<file path="config.mk">
export PLATFORM = sky130hd
export DESIGN_NAME = muldiv_unit
export DESIGN_NICKNAME = d
export VERILOG_FILES = /design/src/rtl/muldiv_unit.sv
export SDC_FILE = /design/constraint.sdc
export NUM_CORES = 1
export LEC_CHECK = 0
export ABC_AREA = 1
export ABC_CLOCK_PERIOD_IN_PS = 3200
export CAP_MARGIN = 20
export CORE_AREA = 2 2 258 260
export DETAILED_ROUTE_END_ITERATION = 12
export DIE_AREA = 0 0 260 262
export DONT_BUFFER_PORTS = 1
export GPL_TIMING_DRIVEN = 0
export MAX_ROUTING_LAYER = met4
export PLACE_DENSITY = 0.49
export SLEW_MARGIN = 0
export SYNTH_ARGS = -nofsm -noshare
export SYNTH_HDL_FRONTEND = slang
export SYNTH_SLANG_ARGS = --single-unit
</file>
<file path="constraint.sdc">
create_clock -name clk -period 3.2 [get_ports clk]
set_clock_uncertainty 0.05 [all_clocks]
set_input_delay 0.64 -clock clk [delete_from_list [all_inputs] [get_ports clk]]
set_output_delay 0.64 -clock clk [all_outputs]
set_load 0.005 [all_outputs]
</file>
<file path="src/rtl/muldiv_unit.sv">
// RV32M multiply/divide execute unit: iterative shift-add multiply, restoring divide.
// Latency: done_o BITS+2 edges after accept (2 for divide special cases); busy_o stalls the pipe meanwhile.
// Backpressure: none accepted; valid_i is only sampled in IDLE, so requests during busy_o are dropped.
// Optional MULDIV_FAST_MUL_EN: single-cycle wide multiplier, multiply ops finish in 2 edges.

package muldiv_unit_pkg;
    localparam logic [4:0] ALUCTRL_ADD    = 5'b00000;
    localparam logic [4:0] ALUCTRL_MUL    = 5'b10000;
    localparam logic [4:0] ALUCTRL_MULH   = 5'b10001;
    localparam logic [4:0] ALUCTRL_MULHSU = 5'b10010;
    localparam logic [4:0] ALUCTRL_MULHU  = 5'b10011;
    localparam logic [4:0] ALUCTRL_DIV    = 5'b10100;
    localparam logic [4:0] ALUCTRL_DIVU   = 5'b10101;
    localparam logic [4:0] ALUCTRL_REM    = 5'b10110;
    localparam logic [4:0] ALUCTRL_REMU   = 5'b10111;
endpackage

module muldiv_unit
    import muldiv_unit_pkg::*;
#(
    parameter int BITS = 32
) (
    input  logic            clk,
    input  logic            rst_n,
    input  logic            valid_i,
    input  logic [4:0]      alu_ctrl_i,
    input  logic [BITS-1:0] rs1_i,
    input  logic [BITS-1:0] rs2_i,
    output logic            busy_o,
    output logic            done_o,
    output logic [BITS-1:0] result_o
);

    localparam int CW = $clog2(BITS);

    typedef enum logic [1:0] {
        S_IDLE,
        S_CALC,
        S_FIX
    } state_t;

    state_t              r_state;
    logic                r_is_mul;
    logic                r_mul_hi;
    logic                r_is_rem;
    logic                r_neg_a;
    logic                r_neg_b;
    logic                r_special;
    logic [BITS-1:0]     r_opnd;
    logic [2*BITS-1:0]   r_acc;
    logic [BITS-1:0]     r_rem;
    logic [CW-1:0]       r_cnt;
    logic                r_busy;
    logic                r_done;
    logic [BITS-1:0]     r_result;

    logic                w_is_m;
    logic                w_is_mul;
    logic                w_mul_hi;
    logic                w_is_rem;
    logic                w_sgn_a;
    logic                w_sgn_b;
    logic                w_neg_a;
    logic                w_neg_b;
    logic [BITS-1:0]     w_mag_a;
    logic [BITS-1:0]     w_mag_b;
    logic                w_div_zero;
    logic                w_ovf;
    logic                w_special;
    logic [BITS-1:0]     w_spec_res;
    logic [BITS:0]       w_mul_sum;
    logic [BITS:0]       w_div_shift;
    logic                w_div_ge;
    logic [BITS-1:0]     w_div_diff;
    logic [BITS-1:0]     w_div_next;
    logic [2*BITS-1:0]   w_prod;
    logic [BITS-1:0]     w_quo;
    logic [BITS-1:0]     w_rmd;
    logic [BITS-1:0]     w_fix_res;

    always_comb begin
        w_is_m   = 1'b1;
        w_is_mul = 1'b0;
        w_mul_hi = 1'b0;
        w_is_rem = 1'b0;
        w_sgn_a  = 1'b0;
        w_sgn_b  = 1'b0;
        case (alu_ctrl_i)
            ALUCTRL_MUL:    begin w_is_mul = 1'b1; w_sgn_a = 1'b1; w_sgn_b = 1'b1; end
            ALUCTRL_MULH:   begin w_is_mul = 1'b1; w_mul_hi = 1'b1; w_sgn_a = 1'b1; w_sgn_b = 1'b1; end
            ALUCTRL_MULHSU: begin w_is_mul = 1'b1; w_mul_hi = 1'b1; w_sgn_a = 1'b1; end
            ALUCTRL_MULHU:  begin w_is_mul = 1'b1; w_mul_hi = 1'b1; end
            ALUCTRL_DIV:    begin w_sgn_a = 1'b1; w_sgn_b = 1'b1; end
            ALUCTRL_DIVU:   begin end
            ALUCTRL_REM:    begin w_is_rem = 1'b1; w_sgn_a = 1'b1; w_sgn_b = 1'b1; end
            ALUCTRL_REMU:   begin w_is_rem = 1'b1; end
            default:        w_is_m = 1'b0;
        endcase
    end

    assign w_neg_a = w_sgn_a & rs1_i[BITS-1];
    assign w_neg_b = w_sgn_b & rs2_i[BITS-1];
    assign w_mag_a = w_neg_a ? -rs1_i : rs1_i;
    assign w_mag_b = w_neg_b ? -rs2_i : rs2_i;

    // Divide corner cases bypass the iteration and are resolved straight from the operands.
    assign w_div_zero = ~w_is_mul & (rs2_i == '0);
    assign w_ovf      = ~w_is_mul & w_sgn_a & (rs1_i == {1'b1, {(BITS-1){1'b0}}}) & (rs2_i == '1);
    assign w_special  = w_div_zero | w_ovf;
    assign w_spec_res = w_div_zero ? (w_is_rem ? rs1_i : '1) : (w_is_rem ? '0 : rs1_i);

`ifdef MULDIV_FAST_MUL_EN
    logic [2*BITS-1:0] w_fast_prod;
    assign w_fast_prod = {{BITS{1'b0}}, w_mag_a} * {{BITS{1'b0}}, w_mag_b};
`endif

    // Multiply: accumulator low half holds the multiplier, consumed LSB first.
    assign w_mul_sum   = {1'b0, r_acc[2*BITS-1:BITS]} + (r_acc[0] ? {1'b0, r_opnd} : '0);

    assign w_div_shift = {r_rem, r_acc[BITS-1]};
    assign w_div_ge    = (w_div_shift >= {1'b0, r_opnd});
    assign w_div_diff  = w_div_shift[BITS-1:0] - r_opnd;
    assign w_div_next  = w_div_ge ? w_div_diff : w_div_shift[BITS-1:0];

    assign w_prod    = (r_neg_a ^ r_neg_b) ? -r_acc : r_acc;
    assign w_quo     = (r_neg_a ^ r_neg_b) ? -r_acc[BITS-1:0] : r_acc[BITS-1:0];
    assign w_rmd     = r_neg_a ? -r_rem : r_rem;
    assign w_fix_res = r_special ? r_acc[BITS-1:0] :
                       r_is_mul  ? (r_mul_hi ? w_prod[2*BITS-1:BITS] : w_prod[BITS-1:0]) :
                       r_is_rem  ? w_rmd : w_quo;

    always_ff @(posedge clk or negedge rst_n) begin
        if (!rst_n) begin
            r_state   <= S_IDLE;
            r_is_mul  <= 1'b0;
            r_mul_hi  <= 1'b0;
            r_is_rem  <= 1'b0;
            r_neg_a   <= 1'b0;
            r_neg_b   <= 1'b0;
            r_special <= 1'b0;
            r_opnd    <= '0;
            r_acc     <= '0;
            r_rem     <= '0;
            r_cnt     <= '0;
            r_busy    <= 1'b0;
            r_done    <= 1'b0;
            r_result  <= '0;
        end else begin
            r_done <= 1'b0;
            case (r_state)
                S_IDLE: begin
                    if (valid_i && w_is_m) begin
                        r_is_mul <= w_is_mul;
                        r_mul_hi <= w_mul_hi;
                        r_is_rem <= w_is_rem;
                        r_neg_a  <= w_neg_a;
                        r_neg_b  <= w_neg_b;
                        r_busy   <= 1'b1;
                        r_cnt    <= '0;
                        r_rem    <= '0;
                        r_opnd   <= w_is_mul ? w_mag_a : w_mag_b;
                        if (w_special) begin
                            r_special <= 1'b1;
                            r_acc     <= {{BITS{1'b0}}, w_spec_res};
                            r_state   <= S_FIX;
`ifdef MULDIV_FAST_MUL_EN
                        end else if (w_is_mul) begin
                            r_special <= 1'b0;
                            r_acc     <= w_fast_prod;
                            r_state   <= S_FIX;
`endif
                        end else begin
                            r_special <= 1'b0;
                            r_acc     <= {{BITS{1'b0}}, (w_is_mul ? w_mag_b : w_mag_a)};
                            r_state   <= S_CALC;
                        end
                    end
                end
                S_CALC: begin
                    if (r_is_mul) begin
                        r_acc <= {w_mul_sum, r_acc[BITS-1:1]};
                    end else begin
                        r_rem             <= w_div_next;
                        r_acc[BITS-1:0]   <= {r_acc[BITS-2:0], w_div_ge};
                    end
                    r_cnt <= r_cnt + 1'b1;
                    if (r_cnt == CW'(BITS-1)) begin
                        r_state <= S_FIX;
                    end
                end
                S_FIX: begin
                    r_result <= w_fix_res;
                    r_done   <= 1'b1;
                    r_busy   <= 1'b0;
                    r_state  <= S_IDLE;
                end
                default: r_state <= S_IDLE;
            endcase
        end
    end

    assign busy_o   = r_busy;
    assign done_o   = r_done;
    assign result_o = r_result;

endmodule

</file>
Yosys cells after proc, flatten, opt, wreduce, memory -nomap -nowiden

Index checks and enable logic that the tools add are counted.

Add/sub/neg operators: 8
Equality and inequality tests: 17
Bitwise operators: 9
Muxes and demuxes: 40
$lt $le $gt $ge: 1
Reduce and logical (&&, ||, !) cells: 17

Operator list:

| cell                                        | number |
|---|---|
| 2-to-1 mux 32 bit                           | 20 |
| 2-to-1 mux 64 bit                           | 2 |
| negation 32 bit                             | 4 |
| one-hot mux 64 bit (2 select lines)         | 1 |
| == test 32 bit, second input constant       | 2 |
| negation 64 bit                             | 1 |
| one-hot mux 32 bit (2 select lines)         | 1 |
| == test 5 bit, second input constant        | 9 |
| adder 32 x 32 -> 33 bit                     | 1 |
| >= comparator 33 x 32 -> 1 bit              | 1 |
| zero test 32 bit                            | 1 |
| subtractor 32 bit                           | 1 |
| one-hot mux 5 bit (2 select lines)          | 1 |
| 2-to-1 mux 1 bit                            | 9 |
| != test 2 bit, second input constant        | 4 |
| AND reduction 2 bit                         | 4 |
| OR reduction 4 bit                          | 2 |
| OR reduction 8 bit                          | 1 |
| AND 1 bit                                   | 6 |
| 2-to-1 mux 2 bit                            | 3 |
| AND reduction 3 bit                         | 2 |
| adder 5 x 1 -> 5 bit, second input constant | 1 |
| 2-to-1 mux 5 bit                            | 1 |
| OR reduction 5 bit                          | 1 |
| 12 further kinds                            | 13 |

Output and inout port bits: 34
Bits of input ports: 72
Bits in registers: 175
Word-level logic and storage cells: 107

Logic depth before layout (Yosys ltp)

Depth after elaboration: 11
Mapped depth: 19
Mapped depth without buffers: 18

Worst setup path after synthesis

OpenSTA, ideal clock, no wires.

Kind: reg2reg
From: reg r_acc[0]
To: reg r_acc[51]
Arrival time: 2.182 ns
Library setup time: 0.132 ns
Period minus slack after synthesis: 2.364 ns
Stages on the path, launching flop included: 18
Setup slack: 0.836 ns
Path buffers: 1
Required time: 3.018 ns
Path through: dfrtp_1 -> buf_2 -> nand2_1 -> inv_1 -> ha_1 -> inv_1 -> fa_1 -> inv_1 -> nand3_1 -> nand2_1 -> nand2_1 -> nand3_1 -> nand2_1 -> nand2_1 -> a21oi_1 -> or2_2 -> nand3_1 -> o21ai_0

Word-level cells in the longest chain between the ends: 4

Ends and longest elaborated chain:

| item                                | line | source |
|---|---|---|
| start: declaration                  | 50   | `logic [2*BITS-1:0] r_acc;` |
| start signal: assignment            | 164  | `r_acc <= {{BITS{1'b0}}, w_spec_res};` |
| start signal: assignment            | 174  | `r_acc <= {{BITS{1'b0}}, (w_is_mul ? w_mag_b : w_mag_a)};` |
| start signal: assignment            | 181  | `r_acc <= {w_mul_sum, r_acc[BITS-1:1]};` |
| 2-to-1 mux 32 bit                   | 118  | `assign w_mul_sum = {1'b0, r_acc[2*BITS-1:BITS]} + (r_acc[0] ? {1'b0, r_opnd} : '0);` |
| adder 32 x 32 -> 33 bit             | 118  |  |
| 2-to-1 mux 32 bit                   | 180  | `if (r_is_mul) begin` |
| one-hot mux 64 bit (2 select lines) | 150  | `case (r_state)` |

No other way between the ends. The select of a mux whose other input is x is not followed.
A chain may end at the register's enable or synchronous reset.

Worst setup path after layout

From: reg r_acc[0]
To: reg r_result[10], in the netlist result_o[10]

Word-level cells in the longest chain between the ends: 5
Elaborated cells on any way between the ends: 8
Classes of those cells: add/sub (2); mux (6)

Ends and longest elaborated chain:

| item                                                          | line     | source |
|---|---|---|
| negation 64 bit / negation 32 bit (equally long branches)     | 125, 126 |  |
| 2-to-1 mux 64 bit / 2-to-1 mux 32 bit (equally long branches) | 125, 126 |  |
| 2-to-1 mux 32 bit (on tied branches)                          | 129, 130 |  |
| 2-to-1 mux 32 bit (*)                                         | 129      | `r_is_mul ? (r_mul_hi ? w_prod[2*BITS-1:BITS] : w_prod[BITS-1:0]) :` |
| 2-to-1 mux 32 bit (*)                                         | 128      | `assign w_fix_res = r_special ? r_acc[BITS-1:0] :` |
| end signal: assignment                                        | 192      | `r_result <= w_fix_res;` |
| end: declaration                                              | 55       | `logic [BITS-1:0] r_result;` |

Mark *: on every way between the ends. The rest lies on a longest branch, timed or not.

==> flow_summary.toml <==
[floorplanning]
start_util_pct = 29.8
die_area_um2 = 68100
die_w_um = 260
fp.dieH_um = 262
core_area_um2 = 65300
num_rows = 94
num_io_pins = 106

[synthesis]
synth.avg_cell_area_um2 = 5.81
ys_types = 55
syn_inst = 3345
syn-num-nets = 3490
ys_ff_latch = 175
async_flop_share_pct = 100
synth_edf_count = 0
yosysSeqAreaShare_pct = 22.5
syn_area_um2 = 19400
yosysWarnings = 0
synth-main-ff-cell = "dfrtp_1"

[pwr]
peakVddDrop_uv = 398
totalPowerFinal_w = 0.0239
p_leak_nw = 10.1
pwr_density_cell_nw_per_um2 = 1130

[routing]
first_iter_violations = 2085
viasPerCell = 5.34
drtPass1Iterations = 6
drc = 0
wl_um = 97500
postRouteAntennaNets = 0
wl_per_cell_um = 23.0
vias = 22600

[global_routing]
grt_pass1_wl_um = 144000
grt_use_met2_pct = 45.6
antenna_found_initial = 0
grt_overflow = 0
grt_pass1_vias = 21700
use_met3_pct = 4.38
grtUsageTotal_pct = 29.6
grt_max_degree = 176
top_usage_layer = "met2"
grt_use_met1_pct = 38.6

[final_layout]
drive_gt1_share_pct = 3.82
fill_cells = 7592
fin_nets = 3509
layout_commonest_cell = "nand2_1"
insertedDiodeCount = 0
syn2layout_area_growth_pct = 8.66
most-common-layout-cells = "nand2_1 (1089), nand3_1 (391), nor2_1 (363)"
fin_cells = 4240

[timing]
setup_viol = 0
fmax_mhz = 327
setup_tns_ps = 0
rsz0062_at_grt = "false"
period_minus_slack_ps = 3060
fin_crit_sh_pct = 95.6
fin_ws_ps = 140
final-max-slew-violation-count = 0
final-hold-violation-count = 175
relSlewSlack_pct = 37.4
holdWs_ps = -228
worst_slew_pin_slew_ps = 939

[placed_design]
pre_cts_ws_ps = -207
io_buffer_count = 0
hpwlAfterDp_um = 81300
gp_congestion = 1.04
dp.cells = 4209

[worst_setup_path]
crit_chain = "buf_2 > clkinv_2 > ha_1 > nand2_1 > nor2_4 > nand2_1 > nor2_1 > nand3_1 > nand2_1 > nand2_1 > a21oi_1 > o21ai_1 > nand2_1 > nand2_1"
path_common_cell = "nand2_1"
arrival_ps = 3410
crit_fanout = 8
worstSetupPathType = "register to register"
cpPeakStageDelay_ps = 360
endpoint_kind = "register"
crit_slowest_cell = "dfrtp_1"
worstPathRequired_ps = 3550
worst_setup_path_start_kind = "register"

[status]
status = "complete, but fails checks"
violations = "negative hold slack"

[cts]
postCtsSetupBuffers = 0
clock_latency_ps = 520
cts.path.max_buffers = 2
cts_sinks = 175
cts_htree_levels = 4
cts_tree = "done"
cts_inserted_buffers = 17
cts.clk_slew.worst_paths_ps = 90
root_buffer = "clkbuf_16"

[min_path]
hold_path_class = "primary input to async pin"

[run]
cap_violations = 0
==> routing by layer <==
layer,vias up,routed length (um)
met5,-,0
met4,0,4210
met3,131,6010
met2,857,43500
met1,10700,43800
li1,11000,-
==> stage by stage <==
| step | cell area [um^2] | utilization, % |
|---|---|---|
| global placement | 20500 | 31.4 |
| global route | 21100 | 32.4 |
| CTS | 21100 | 32.3 |
| floorplan | 19400 | - |
| detailed placement | 20500 | 31.4 |
| finish | 21100 | 32.4 |
==> critical path, delay by kind of cell, from the launching register on <==
kind / cells / cell delay, ps
AOI/OAI and AO/OA: 2 / 430
and+or+nand+nor: 9 / 1450
buffers and inverters: 2 / 330
DFF: 1 / 360
adders and majority gates: 1 / 310
==> timing repair <==
| action | CTS | global route |
|---|---|---|
| gates resized for setup | 3 | 10 |
| hold endpoints to repair | 175 | 175 |
| setup endpoints to repair | 5 | 13 |
| gates cloned | 0 | 0 |
| pin swaps | 0 | 0 |
==> state kept, by name, indices dropped and copies added, names as in the netlist, 2 cells and up <==
name	count
r_acc	64
r_cnt	5
r_opnd	32
r_rem	32
r_state	2
result_o	32
==> cell type report <==
type	instances	area [um^2]	area share [%]
multi-input combinational	2682	13100	62.1
sequential	175	4380	20.7
inverter	372	1400	6.64
tap	864	1080	5.12
buffer	116	567	2.68
clock buffer	18	429	2.03
clock inverter	13	154	0.728
==> cells by family (layout without fill, tap and decap cells) <==
logic type	count (synthesis)	in the layout	share of synthesized area [%]
AND/OR/NAND/NOR	1978	1978	42.6
buffers and inverters	488	519	10.1
AO/OA/AOI/OAI	538	538	15.8
XOR/XNOR	92	92	4.14
flip-flops	175	175	22.5
multiplexers	1	1	0.0515
adder cells (fa/ha/maj)	73	73	4.77
==> synthesized netlist by cell type, drive strengths merged (30+ instances only) <==
| library cell | count | area (um^2) |
|---|---|---|
| inv | 369 | 1390 |
| dfrtp | 175 | 4380 |
| xor2 | 59 | 517 |
| nand2 | 1099 | 4160 |
| clkbuf | 67 | 251 |
| nor2 | 386 | 1530 |
| o21ai | 215 | 1080 |
| a21oi | 191 | 960 |
| nand3 | 394 | 1990 |
| nand4 | 45 | 282 |
| a221oi | 31 | 272 |
| ha | 71 | 888 |
| o211ai | 30 | 225 |
| buf | 49 | 313 |
| xnor2 | 33 | 289 |
==> path summary, 6_finish.rpt <==
kind	to	slack, ps	from	depth (start not counted)
max	result_o[10]	140	r_acc[0]	14
min	result_o[3]	-230	rst_n	0
max in group asynchronous	r_acc[31]	2700	rst_n	0
min in group clk	r_opnd[18]	330	rs1_i[18]	2
min reg2reg	result_o[22]	460	result_o[22]	2
max reg2reg	result_o[10]	140	r_acc[0]	14
==> where the power goes <==
group | leakage, nW | switching, W | internal, W | total [W]
clock network | 0.278 | 0.00110 | 0.00116 | 0.00226
registers | 2.13 | 0.00186 | 0.00328 | 0.00514
logic | 7.75 | 0.0114 | 0.00511 | 0.0165
total | 10.1 | 0.0144 | 0.00956 | 0.0239
No activity file was read; power rests on OpenSTA's default activity.
